`src/rtl/uart_rx_16x.sv`:
```
// rtl/uart_rx_16x.sv - 16x-oversampling 8N1 UART receiver with valid/ready output
module uart_rx_16x #(
  parameter int SYNC_STAGES = 2
) (
  input  logic        clk,
  input  logic        reset,
  input  logic [31:0] cfg_divider,
  input  logic        rx,
  output logic [7:0]  rx_data,
  output logic        rx_valid,
  input  logic        rx_ready,
  output logic        rx_frame_err,
  output logic        rx_overrun,
  output logic        rx_busy
);

  typedef enum logic [2:0] {IDLE, START, DATA, STOP, BRK_WAIT} state_t;

  state_t                 state, state_n;
  logic [SYNC_STAGES-1:0] sync_q;
  logic                   rx_s;
  logic [31:0]            div_cnt;
  logic                   disabled, tick;
  logic [2:0]             hist;
  logic                   maj;
  logic [3:0]             os_cnt, os_n;
  logic [2:0]             bit_cnt, bit_n;
  logic [7:0]             shreg, sh_n;
  logic                   deliver, ferr;

  assign rx_s     = sync_q[SYNC_STAGES-1];
  assign disabled = (cfg_divider == 32'hFFFF_FFFF);
  assign tick     = !disabled && (div_cnt >= cfg_divider);
  assign maj      = (hist[0] & hist[1]) | (hist[0] & hist[2]) | (hist[1] & hist[2]);
  assign rx_busy  = (state != IDLE);

  always_ff @(posedge clk) begin
    if (reset) begin
      sync_q  <= '1;
      div_cnt <= '0;
      hist    <= 3'b111;
    end else begin
      sync_q <= {sync_q[SYNC_STAGES-2:0], rx};
      if (disabled || tick) div_cnt <= '0;
      else                  div_cnt <= div_cnt + 32'd1;
      if (tick) hist <= {hist[1:0], rx_s};
    end
  end

  always_comb begin
    state_n = state;
    os_n    = os_cnt;
    bit_n   = bit_cnt;
    sh_n    = shreg;
    deliver = 1'b0;
    ferr    = 1'b0;
    if (disabled) begin
      state_n = IDLE;
    end else if (tick) begin
      case (state)
        IDLE: if (!rx_s) begin
          state_n = START;
          os_n    = 4'd0;
        end
        START: if (os_cnt == 4'd7) begin
          if (maj) state_n = IDLE;
          else begin
            state_n = DATA;
            os_n    = 4'd0;
            bit_n   = 3'd0;
          end
        end else os_n = os_cnt + 4'd1;
        DATA: if (os_cnt == 4'd15) begin
          sh_n = {maj, shreg[7:1]};
          os_n = 4'd0;
          if (bit_cnt == 3'd7) state_n = STOP;
          else                 bit_n   = bit_cnt + 3'd1;
        end else os_n = os_cnt + 4'd1;
        STOP: if (os_cnt == 4'd15) begin
          if (maj) begin
            deliver = 1'b1;
            state_n = IDLE;
          end else begin
            ferr    = 1'b1;
            state_n = BRK_WAIT;
          end
        end else os_n = os_cnt + 4'd1;
        BRK_WAIT: if (rx_s) state_n = IDLE;
        default: state_n = IDLE;
      endcase
    end
  end

  always_ff @(posedge clk) begin
    if (reset) begin
      state        <= IDLE;
      os_cnt       <= '0;
      bit_cnt      <= '0;
      shreg        <= '0;
      rx_data      <= '0;
      rx_valid     <= 1'b0;
      rx_frame_err <= 1'b0;
      rx_overrun   <= 1'b0;
    end else begin
      state        <= state_n;
      os_cnt       <= os_n;
      bit_cnt      <= bit_n;
      shreg        <= sh_n;
      rx_frame_err <= ferr;
      rx_overrun   <= 1'b0;
      // a byte completing in the same cycle as an accept replaces the old one
      if (deliver && (!rx_valid || rx_ready)) begin
        rx_data  <= shreg;
        rx_valid <= 1'b1;
      end else begin
        if (deliver) rx_overrun <= 1'b1;
        if (rx_valid && rx_ready) rx_valid <= 1'b0;
      end
    end
  end

endmodule

```
`config.mk`:
```
export PLATFORM = sky130hd
export DESIGN_NAME = uart_rx_16x
export DESIGN_NICKNAME = d
export VERILOG_FILES = /design/src/rtl/uart_rx_16x.sv
export SDC_FILE = /design/constraint.sdc
export NUM_CORES = 1
export LEC_CHECK = 0
export ABC_AREA = 0
export BUFFER_PORTS_ARGS = -buffer_cell sky130_fd_sc_hd__buf_2
export CAP_MARGIN = 15
export CORE_ASPECT_RATIO = 0.75
export CORE_MARGIN = 3
export CORE_UTILIZATION = 53
export CTS_BUF_LIST = sky130_fd_sc_hd__clkbuf_16
export DETAILED_ROUTE_END_ITERATION = 8
export PLACE_DENSITY = 0.77
export SLEW_MARGIN = 10
export SYNTH_ARGS = -nofsm -noshare
export SYNTH_HDL_FRONTEND = slang
export SYNTH_SLANG_ARGS = --single-unit
```
`constraint.sdc`:
```
create_clock -name clk -period 2.65 [get_ports clk]
set_input_delay 0.265 -clock clk [delete_from_list [all_inputs] [get_ports clk]]
set_output_delay 0.265 -clock clk [all_outputs]
set_load 0.005 [all_outputs]
```
# Word level (Yosys, flattened, before mapping)
# Index checks and enable logic that the tools add are counted.
totals:
  out_inout_bits: 12
  register_bits: 66
  in_bits: 36
  word_cells: 91
op_classes:
  n_eq_ne: 18
  muxes: 29
  n_reduce_logical: 20
  bitwise_logic: 9
  n_lt_le_gt_ge: 1
  n_addsub: 3
op_table:
  columns: ["op", "n"]
  rows:
  - ["$mux 3", 11]
  - ["$add 32x1->32 const B", 1]
  - ["$eq 32x32->1 const B", 1]
  - ["$ge 32x32->1", 1]
  - ["$mux 4", 5]
  - ["$ne 2x2->1 const B", 9]
  - ["$pmux 4 s4", 1]
  - ["$pmux 3 s5", 1]
  - ["$reduce_and 7->1", 2]
  - ["$mux 1", 9]
  - ["$eq 3x2->1 const B", 2]
  - ["$eq 3x3->1 const B", 2]
  - ["$pmux 3 s2", 1]
  - ["$reduce_and 6->1", 1]
  - ["$reduce_or 2->1", 3]
  - ["$reduce_or 5->1", 1]
  - ["$add 4x1->4 const B", 1]
  - ["$eq 4x3->1 const B", 1]
  - ["$eq 4x4->1 const B", 1]
  - ["$not 1->1", 4]
  - ["$reduce_and 4->1", 1]
  - ["$reduce_bool 2->1", 2]
  - ["$reduce_bool 4->1", 1]
  - ["$add 3x1->3 const B", 1]
  - ["other kinds (10)", 17]

# Longest topological paths before layout
# Gate-level depths: netlist of run 1.
logic_depth:
  word_depth: 10
  mapped_depth: 10
  depth_no_buf: 8

# Worst setup path after synthesis of run 1
# OpenSTA, ideal clock, no wires.
synth_path:
  kind: "flip-flop to flip-flop"
  from: "register div_cnt[0]"
  to: "register div_cnt[21]"
  path_stages_with_launch: 11
  t_required_ns: 2.586
  setup_ns: 0.064
  t_arrival_ns: 2.419
  path_buffers: 2
  period_less_slack_ns: 2.483
  setup_slack_ns: 0.167
  path_cell_list: "dfxtp_1 > inv_1 > ha_1 > nand2b_4 > a2111o_1 > a311oi_2 > a21boi_2 > or4_1 > buf_2 > buf_6 > nor2_1"
synth_via:
  elab_chain_len: 4
  elab_cells_between_ends: 5
  cone_classes: "1 x add/sub; 1 x order compare; 3 x reduce/logical"
synth_lines:
  columns: ["item", "line_no", "source"]
  rows:
  - ["start: declaration", "22", "logic [31:0] div_cnt;"]
  - ["start signal: assignment", "45", "else div_cnt <= div_cnt + 32'd1;"]
  - ["$ge 32x32->1", "33", "assign tick = !disabled && (div_cnt >= cfg_divider);"]
  - ["$logic_and 1x1->1", "33", null]
  - ["$logic_or 1x1->1", "44", "if (disabled || tick) div_cnt <= '0;"]
  - ["$reduce_or 2->1 (no source line)", null, null]
# Parallel ways exist; a longest one is shown, timed or not.
# A chain may end at the register's enable or synchronous reset.

# Worst setup path in the final report of run 1
layout_path:
  from: "register div_cnt[0]"
  to: "register hist[2]"
layout_via:
  elab_chain_len: 2
layout_lines:
  columns: ["item", "line_no", "source"]
  rows:
  - ["$ge 32x32->1", "33", null]
  - ["$logic_and 1x1->1", "33", null]
  - ["end signal: assignment", "46", "if (tick) hist <= {hist[1:0], rx_s};"]
  - ["end: declaration", "24", "logic [2:0] hist;"]
# No other way between the ends.

==> results_tabular.tex, run 1 <==
\begin{tabular}{lr}
\hline
Metric & Value \\
\hline
\multicolumn{2}{l}{\textbf{Placed design}} \\
Instance count after placement with tap cells included & 627 \\
Routability congestion estimate from global placement & 0.893 \\
Number of port buffers & 47 \\
Half-perimeter wire length after detailed placement & $\sim$7.5 mm \\
\multicolumn{2}{l}{\textbf{Global route}} \\
Antenna violations before repair & 0 \\
Tot GR Track Use & between 20\% and 30\% \\
Via count of the first global-routing pass & around 3600 \\
GR Overflow Total & 0 \\
Largest net degree at the start of global routing & 35 \\
Global-route wire length before repair & 16.6 mm \\
\multicolumn{2}{l}{\textbf{Run}} \\
Maxcap violations & 0 \\
\multicolumn{2}{l}{\textbf{Route}} \\
Vias per Instance & 5.77 \\
Residual antenna-violating net count after detailed routing & 0 \\
DRC Markers & 0 \\
Routed WL per cell & 15.7 um \\
Vias & 3729 \\
Pre-Repair DR Iteration Count & 5 \\
Drt total wl & 10.1 mm \\
Count of routing violations after the opening detailed-route iteration & 211 \\
\multicolumn{2}{l}{\textbf{Pwr}} \\
Sequential power share & 41.2\% \\
Clk network pwr share & 53.3\% \\
Largest vdd supply drop & around 420 uV \\
Portion of total power attributed to combinational logic & under 10\% \\
Total power per unit cell area & 509 mW/mm\^{}2 \\
Switching portion of total power & 22.5\% \\
Design internal power & 0.00189 W \\
Total power & around 0.0024 W \\
Leakage dissipation & 2.07 nW \\
Net switching component of the power & 0.000548 W \\
\multicolumn{2}{l}{\textbf{Floorplanning}} \\
Die Outline Area & 0.00856 sq mm \\
Vertical extent of the die & around 81 um \\
Total core area & $\sim$0.007 sq mm \\
Die width & 106 um \\
Boundary pin count & 48 \\
Effective utilization at floorplan & 56.4\% \\
Number of placement rows & 26 \\
\multicolumn{2}{l}{\textbf{CTS}} \\
Count of H-tree levels built during CTS & 3 \\
Clock insertion delay at the later pin of the skew report & 340 ps \\
Clock tree from TritonCTS & done \\
Clk sink count & 66 \\
Clock tree root buffer cell & clkbuf\_16 \\
Clock edge transition at the registers on the reported setup and hold paths & 60 ps \\
Maximum buffer depth of the clock tree & 2 \\
CTS Buf Count & 9 \\
\multicolumn{2}{l}{\textbf{Status}} \\
Result of the run & finished clean \\
\multicolumn{2}{l}{\textbf{Yosys}} \\
Area share of the largest cell type after synthesis & 33.3\% \\
Leading register cell type out of synthesis & dfxtp\_1 \\
Post-Syn Area & 0.00396 sq mm \\
Share of flip-flops with an asynchronous set or reset after synthesis & 0\% \\
Total of warnings raised by yosys & 0 \\
Number of flip-flops and latches in the synthesized netlist & 66 \\
Synthesized area per cell & 8.29 sq um \\
EDFF count, synth & 0 \\
Gate Count Post-Synth & 478 \\
Leading post-synthesis cells by cell area & dfxtp\_1 (33\%), ha\_1 (11\%), a21oi\_1 (4.5\%) \\
Number of distinct standard cells referenced by the synthesized netlist & 52 \\
Library cell with the largest summed area after synthesis & dfxtp\_1 \\
Post-synth net total & 550 \\
Fraction of the yosys area taken by sequential cells & 33.3\% \\
\multicolumn{2}{l}{\textbf{STA}} \\
Setup repair after global routing missed its margin & yes \\
Pin slew with the least headroom to its limit & 719 ps \\
Period utilisation layout & 96.4\% \\
Post-Route Skew & 7.29 ps \\
Max-slew violation count & 0 \\
Setup violators final & 0 \\
Final period demand of the worst path & 2560 ps \\
Final hold violation count & 0 \\
Final hold slack & 110 ps \\
Relative slew slack & 51.6\% \\
Max Fclk & 391 MHz \\
\multicolumn{2}{l}{\textbf{Setup path}} \\
Worst-case register-to-register setup slack & 90 ps \\
Critical Path RT & 2880 ps \\
RR Startpoint & div\_cnt[0] \\
Worst-path fanout max & 8 \\
Cell count of the worst reg-to-reg path & 9 \\
Data arrival time of the critical path & 2780 ps \\
R2r endpoint & hist[2] \\
Class of the most critical setup path & register to register \\
CP Capture Type & register \\
Kind of start point of the critical path & register \\
\multicolumn{2}{l}{\textbf{Worst hold path}} \\
Type of the most critical hold path & primary input to register \\
Destination of the worst hold path & sync\_q[0] \\
Min-delay src & rx \\
Number of cells traversed by the worst hold path & 2 \\
\multicolumn{2}{l}{\textbf{Cells and area}} \\
Fraction of the core area covered by cells at the end of the flow & 68.1\% \\
Fin cells & 646 \\
Most common cell after layout, fill and taps aside & dfxtp\_1 \\
Antenna diode count & 0 \\
Layout cells sized above 1 & between 10\% and 20\% \\
Most frequent cells in the layout & dfxtp\_1 (66), buf\_2 (47), nor2\_1 (45), a21oi\_1 (36), ha\_1 (36) \\
Layout area overhead & 20.8\% \\
Nets & between 600 and 700 \\
\hline
\end{tabular}
state kept, by name (all words and copies together) (netlist names):
register / cells
rx_frame_err: 1
shreg: 8
sync_q: 2
os_cnt: 4
div_cnt: 32
rx_overrun: 1
state: 3
bit_cnt: 3
hist: 3
rx_data: 8
rx_valid: 1
layer usage:
metal  global-route usage [%]  vias to the layer above  wire [um]
met2                     39.1                      103       4600
met3                     5.56                       16        537
met4                     9.06                        0        179
met5                        0                        -          0
li1                         -                     1863          -
met1                     31.8                     1747       4810
area by class of cell:
cell class | instances | area, sq um
clock inverters | 7 | 101
well taps | 98 | 123
multi-input cells | 361 | 2460
flip-flops and latches | 66 | 1320
repair buffers | 70 | 424
clock buffers | 9 | 225
inverters | 35 | 131
fillers | 593 | 2240
cell usage after synthesis (all sizes together), types with 4 or more instances:
cell and number:
ha 36, o211ai 6, xnor2 12, mux2i 5, nor4 6, and4 4
xor2 17, a211o 5, a21boi 4, nand4 22, nand2b 9, or2 4
clkbuf 11, o21ai 17, and2 9, and3 9, inv 35, dfxtp 66
a21oi 36, nand3 33, nor2 47, buf 5, o2111ai 11, nor3b 4
nor3 7, nand2 31
critical path, stage by stage, from the launching register on:
cell and delay [ps]:
dfxtp_1 330, inv_1 50, ha_1 270, nand2b_4 140, a2111o_1 410, a311oi_4 350, buf_4 170, a21boi_4 90
or2_2 360, a211o_1 290
cell families after synthesis:
group / Yosys count / share of synthesized area [%]
AOI/OAI and AO/OA: 98 / 16.7
xor gates and xnor gates: 29 / 6.41
adders and majority gates: 37 / 11.6
buffers and inverters: 51 / 5.46
DFF: 66 / 33.3
muxes: 5 / 1.26
and+or+nand+nor: 192 / 25.2
worst max path at each step:
stage | startpoint | end | slack, ps | depth (start not counted)
final | div_cnt[0] | hist[2] | 90 | 9
after global routing | div_cnt[0] | bit_cnt[0] | -20 | 9
after CTS | div_cnt[26] | rx_data[4] | 40 | 9
after detailed placement | cfg_divider[27] | rx_data[4] | -9 | 11
after global placement | cfg_divider[0] | div_cnt[7] | 140 | 9
after floorplan | div_cnt[0] | div_cnt[21] | 170 | 10
what timing repair did:
action | CTS | global route
endpoints found under the setup margin | 0 | 26
hold buffers | 0 | 0
gates resized for setup | 0 | 6
endpoints found under the hold margin | 0 | 0
buffers inserted | 0 | 3
through the flow:
stage	area, sq um	TNS, ps	setup WS (ps)
detailed placement	4400	-9.22	-9.22
global route	4790	-71.9	-23.7
finish	4790	0	94.1
CTS	4720	0	39.4
global placement	4400	0	135
floorplan	3960	0	167
power groups by stage:
stage	registers, W	logic (W)	clock network [W]
floorplan	0.00102	0.0000739	0
global placement	0.00102	0.000122	0
detailed placement	0.00102	0.000127	0
CTS	0.00100	0.000128	0.00130
global route	0.00100	0.000152	0.00135
finish	0.00100	0.000133	0.00130
(Power assumes the default switching activity.)
==> run 2, diff against run 1 <==
Settings changed: CELL_PAD_IN_SITES_DETAIL_PLACEMENT from default to 0, CELL_PAD_IN_SITES_GLOBAL_PLACEMENT from default to 1, CORE_UTILIZATION 53 to 40, PLACE_DENSITY 0.77 to default, PLACE_DENSITY_LB_ADDON from default to 0.12.
==> results_tabular.tex, run 2 (same netlist as run 1, synthesis figures left out) <==
\begin{tabular}{lr}
\hline
Metric & Value \\
\hline
\multicolumn{2}{l}{\textbf{Placed design}} \\
Post-DP Area & between 0.004 and 0.005 sq mm \\
Number of port buffers & 47 \\
Half-perimeter wire length after detailed placement & 7.75 mm \\
Post-placement worst setup slack & 20.9 ps \\
Routability congestion estimate from global placement & between 0.7 and 0.8 \\
\multicolumn{2}{l}{\textbf{Setup path}} \\
Kind of start point of the critical path & register \\
Depth of the critical timing path with buffers and inverters included & 9 \\
Critical Path RT & 2920 ps \\
Cell count of the worst reg-to-reg path & 9 \\
CP Capture Type & register \\
CP max-delay cell & or4\_4 \\
Crit-path cells & inv\_1 -> ha\_1 -> nand2b\_4 -> a2111o\_1 -> a311oi\_4 -> a21boi\_2 -> or4\_4 -> buf\_8 -> nor2\_1 \\
Buffer and inverter count on the worst path & 2 \\
Maximum cell stage delay along the critical path & 540 ps \\
Data arrival time of the critical path & 2850 ps \\
Class of the most critical setup path & register to register \\
Worst-path fanout max & 14 \\
Cell family contributing the most delay on the critical path & compound AO/OA/AOI/OAI gates \\
\multicolumn{2}{l}{\textbf{Pwr}} \\
Clk network pwr share & a little over half \\
Switching portion of total power & $\sim$23\% \\
Net switching component of the power & between 0.0005 and 0.0006 W \\
Total power & between 0.002 and 0.0025 W \\
Portion of total power attributed to combinational logic & 5.6\% \\
Sequential power share & 41.0\% \\
Leakage dissipation & 2.09 nW \\
Total power per unit cell area & 502 mW/mm\^{}2 \\
Design internal power & around 0.0019 W \\
Largest vdd supply drop & 356 uV \\
\multicolumn{2}{l}{\textbf{Run}} \\
Maxcap violations & 0 \\
\multicolumn{2}{l}{\textbf{Floorplanning}} \\
Total core area & 0.00935 sq mm \\
Die Outline Area & 0.0111 sq mm \\
Boundary pin count & 48 \\
Effective utilization at floorplan & 42.4\% \\
Number of placement rows & 30 \\
Vertical extent of the die & a little over 90 um \\
Die width & roughly 120 um \\
\multicolumn{2}{l}{\textbf{Worst hold path}} \\
Type of the most critical hold path & primary input to register \\
Number of cells traversed by the worst hold path & 2 \\
\multicolumn{2}{l}{\textbf{CTS}} \\
Clk sink count & 66 \\
Clock edge transition at the registers on the reported setup and hold paths & 50 ps \\
Maximum buffer depth of the clock tree & 2 \\
Hold buffers post-CTS & 0 \\
Clock tree root buffer cell & clkbuf\_16 \\
Count of H-tree levels built during CTS & 3 \\
Clock insertion delay at the later pin of the skew report & 340 ps \\
CTS Buf Count & 9 \\
Clock tree from TritonCTS & done \\
\multicolumn{2}{l}{\textbf{Cells and area}} \\
Post-route design area & 0.00488 sq mm \\
Multi-input logic area & around 0.0025 sq mm \\
Most common cell after layout, fill and taps aside & dfxtp\_1 \\
Registers with the highest flip-flop counts & div\_cnt x32, rx\_data x8, shreg x8 \\
Final-layout fill cell count & 923 \\
Flip-flop count of the largest register after layout & 32 \\
Antenna diode count & 0 \\
Reg with most FFs & div\_cnt \\
Nets & 620 \\
Fraction of the core area covered by cells at the end of the flow & $\sim$52\% \\
Layout cells sized above 1 & 19.7\% \\
Most frequent cells in the layout & dfxtp\_1 (66), buf\_2 (47), nor2\_1 (43), ha\_1 (36) \\
Layout area overhead & 23.1\% \\
Storage element area & about 0.0013 sq mm \\
\multicolumn{2}{l}{\textbf{Global route}} \\
Largest net degree at the start of global routing & 35 \\
Via count of the first global-routing pass & 3357 \\
Global-route wire length before repair & between 15 and 20 mm \\
GR Overflow Total & 0 \\
Antenna violations before repair & 0 \\
Tot GR Track Use & 19.4\% \\
\multicolumn{2}{l}{\textbf{Route}} \\
Drt total wl & 10.4 mm \\
Routed WL per cell & 15.2 um \\
Pre-Repair DR Iteration Count & 4 \\
Vias per Instance & 5.33 \\
Count of routing violations after the opening detailed-route iteration & 271 \\
Vias & roughly 3600 \\
DRC Markers & 0 \\
Residual antenna-violating net count after detailed routing & 0 \\
\multicolumn{2}{l}{\textbf{STA}} \\
Relative slew slack & 59.1\% \\
Setup violators final & 0 \\
Period utilisation layout & 97.4\% \\
Setup repair after global routing missed its margin & yes \\
Max-slew violation count & 0 \\
Post-Route Skew & 7.41 ps \\
PnR worst setup slack & 67.8 ps \\
Final period demand of the worst path & 2580 ps \\
Final hold violation count & 0 \\
Pin slew with the least headroom to its limit & 607 ps \\
Max Fclk & 387 MHz \\
\multicolumn{2}{l}{\textbf{Status}} \\
Result of the run & finished clean \\
\hline
\end{tabular}
-- run 2: layout make-up --
cell class | count | area share, %
Tap cell | 128 | 3.28
Clock buffer | 9 | 4.62
Timing Repair Buffer | 75 | 9.54
Sequential cell | 66 | 27.1
Multi-Input combinational cell | 361 | 50.7
Clock inverter | 7 | 2.08
Inverter | 35 | 2.69
-- run 2: path summary, 6_finish.rpt --
| check | from | to | slack (ps) |
|---|---|---|---|
| worst max register to register | div_cnt[0] | div_cnt[29] | 70 |
| worst min-delay path | rx | sync_q[0] | 110 |
| worst min register to register | sync_q[0] | sync_q[1] | 420 |
| worst max-delay path | div_cnt[0] | div_cnt[29] | 70 |
-- run 2: per-layer routing --
metal / global-route usage [%] / up-vias / wire length (um)
met1: 28.7 / 1664 / 5210
li1: - / 1878 / -
met5: 0 / - / 0
met4: 5.75 / 0 / 56
met3: 4.69 / 4 / 710
met2: 27.6 / 81 / 4390
-- run 2: timing repair --
item | 4_1_cts | 5_1_grt
setup buffers | 0 | 3
gates resized for setup | 0 | 15
setup endpoints to repair | 0 | 32
hold endpoints to repair | 0 | 0
-- run 2: power by group through the flow --
stage	Sequential, W	Clock, W	Combinational (W)
final	0.00100	0.00131	0.000136
after global routing	0.00100	0.00139	0.000154
after CTS	0.00100	0.00134	0.000130
after detailed placement	0.00102	0	0.000129
after global placement	0.00102	0	0.000126
after floorplan	0.00102	0	0.0000739
-- run 2: stage by stage --
stage               TNS (ps)  hold slack, ps  cells
floorplan                  0             369    478
global placement           0             399    662
detailed placement         0             403    662
CTS                        0             100    678
global route            -330             122    681
finish                     0             111    681
==> run 3, diff against run 2 <==
Settings changed: CORE_UTILIZATION 40 to 47.
Clock period 2.65 ns to 3.1 ns, I/O delays scaled along.
==> results_tabular.tex, run 3 (same netlist as run 1, synthesis figures left out) <==
\begin{tabular}{lr}
\hline
Metric & Value \\
\hline
\multicolumn{2}{l}{\textbf{CTS}} \\
Clk sink count & 66 \\
Setup Fix Bufs, Post-CTS & 0 \\
Clock edge transition at the registers on the reported setup and hold paths & 60 ps \\
CTS Buf Count & 9 \\
Clock insertion delay at the later pin of the skew report & 330 ps \\
Cells resized by post-CTS repair & 0 \\
Count of H-tree levels built during CTS & 3 \\
Hold buffers post-CTS & 0 \\
Maximum buffer depth of the clock tree & 2 \\
Clock tree root buffer cell & clkbuf\_16 \\
Clock tree from TritonCTS & done \\
\multicolumn{2}{l}{\textbf{Cells and area}} \\
Reg with most FFs & div\_cnt \\
Post-route design area & 0.00457 sq mm \\
Multi-input logic area & 0.00242 sq mm \\
Most common cell after layout, fill and taps aside & dfxtp\_1 \\
Nets & 596 \\
Antenna diode count & 0 \\
Storage element area & $\sim$0.0013 sq mm \\
Registers with the highest flip-flop counts & div\_cnt x32, rx\_data x8, shreg x8 \\
Final-layout fill cell count & 750 \\
Flip-flop count of the largest register after layout & 32 \\
Layout cells sized above 1 & 14.6\% \\
Layout area overhead & 15.3\% \\
Most frequent cells in the layout & dfxtp\_1 (66), buf\_2 (47), nor2\_1 (45), a21oi\_1 (36), ha\_1 (36) \\
\multicolumn{2}{l}{\textbf{Status}} \\
Result of the run & finished clean \\
\multicolumn{2}{l}{\textbf{Worst hold path}} \\
Type of the most critical hold path & primary input to register \\
Destination of the worst hold path & sync\_q[0] \\
Number of cells traversed by the worst hold path & 2 \\
Min-delay src & rx \\
\multicolumn{2}{l}{\textbf{Global route}} \\
Global-route wire length before repair & 16.1 mm \\
Largest net degree at the start of global routing & 35 \\
Antenna violations before repair & 0 \\
Tot GR Track Use & 20.5\% \\
Via count of the first global-routing pass & 3252 \\
GR Overflow Total & 0 \\
\multicolumn{2}{l}{\textbf{Placed design}} \\
Post-DP Area & around 0.0043 sq mm \\
Routability congestion estimate from global placement & 0.818 \\
Number of port buffers & 47 \\
Half-perimeter wire length after detailed placement & 7.24 mm \\
\multicolumn{2}{l}{\textbf{Setup path}} \\
Class of the most critical setup path & register to register \\
Critical Path RT & 3360 ps \\
Kind of start point of the critical path & register \\
R2r endpoint & rx\_data[6] \\
Data arrival time of the critical path & 3040 ps \\
Cell count of the worst reg-to-reg path & 8 \\
Worst-path fanout max & 9 \\
RR Startpoint & div\_cnt[27] \\
Worst-case register-to-register setup slack & 320 ps \\
CP Capture Type & register \\
\multicolumn{2}{l}{\textbf{STA}} \\
Relative slew slack & a little over half \\
Max-slew violation count & 0 \\
Final period demand of the worst path & roughly 2800 ps \\
Final hold slack & 160 ps \\
Setup TNS & 0 ps \\
Max Fclk & 359 MHz \\
Post-Route Skew & 9.54 ps \\
Pin slew with the least headroom to its limit & 710 ps \\
Period utilisation layout & between 80\% and 90\% \\
Final hold violation count & 0 \\
Setup violators final & 0 \\
Setup repair after global routing missed its margin & no \\
\multicolumn{2}{l}{\textbf{Route}} \\
Drt total wl & 9.66 mm \\
Count of routing violations after the opening detailed-route iteration & approximately 280 \\
Vias & 3561 \\
Vias per Instance & 5.62 \\
Routed WL per cell & 15.2 um \\
Pre-Repair DR Iteration Count & 5 \\
DRC Markers & 0 \\
Residual antenna-violating net count after detailed routing & 0 \\
\multicolumn{2}{l}{\textbf{Floorplanning}} \\
Number of placement rows & 28 \\
Vertical extent of the die & roughly 86 um \\
Effective utilization at floorplan & 49.2\% \\
Die width & around 110 um \\
Total core area & 0.00806 sq mm \\
Boundary pin count & 48 \\
Die Outline Area & 0.00958 sq mm \\
\multicolumn{2}{l}{\textbf{Pwr}} \\
Leakage dissipation & 1.95 nW \\
Total power per unit cell area & 432 mW/mm\^{}2 \\
Total power & 0.00198 W \\
Largest vdd supply drop & around 300 uV \\
\multicolumn{2}{l}{\textbf{Run}} \\
Maxcap violations & 0 \\
\hline
\end{tabular}
## run 3: cell types whose count changed in the layout (fill, tap and decap cells not counted), sizes merged
| cell | change |
|---|---|
| bufinv | -1 |
| clkinvlp | -1 |
| buf | -24 |
| clkinv | +3 |
| inv | -1 |
## run 3: critical path: stages (launching register included)
cell and delay [ps]:
dfxtp_1 370, ha_1 330, nand4_1 170, nor4_1 400, a21boi_1 390, a21boi_2 460, buf_4 240, o2111ai_1 160
a21oi_1 180
## run 3: worst max path at each step
| stage | start | end | slack [ps] | depth (start not counted) |
|---|---|---|---|---|
| final | div_cnt[27] | rx_data[6] | 320 | 8 |
| after global routing | div_cnt[31] | rx_data[2] | 10 | 8 |
| after CTS | div_cnt[27] | rx_data[6] | 290 | 8 |
| after detailed placement | cfg_divider[31] | rx_data[6] | 220 | 10 |
| after global placement | cfg_divider[31] | rx_data[4] | 290 | 10 |
| after floorplan | div_cnt[0] | div_cnt[21] | 620 | 10 |
## run 3: report_power, final
part           internal [W]  leakage, nW  switching (W)
sequential         0.000853        0.533     0.00000529
combinational     0.0000450         1.28      0.0000610
clock              0.000621        0.143       0.000390
## run 3: stage by stage
step	util, %	setup WS (ps)	std cells
6_report	56.7	317	634
5_1_grt	56.7	12.1	634
4_1_cts	56.7	294	634
3_5_place_dp	53.0	224	618
3_3_place_gp	53.0	292	618
2_1_floorplan	-	617	478
## run 3: per-layer routing
| layer | vias up | wire (um) | global-route usage (%) |
|---|---|---|---|
| met5 | - | 0 | 0 |
| met4 | 0 | 89 | 4.80 |
| met3 | 8 | 539 | 4.30 |
| met2 | 99 | 3770 | 28.6 |
| met1 | 1635 | 5270 | 32.0 |
| li1 | 1819 | - | - |
## run 3: final cells by class
type	instances	share of cell area (%)
tap	105	2.88
clock buffer	9	4.93
timing repair buffer	51	5.81
inverter	35	2.88
multi-input combinational	361	53.1
sequential	66	28.9
clock inverter	7	1.51
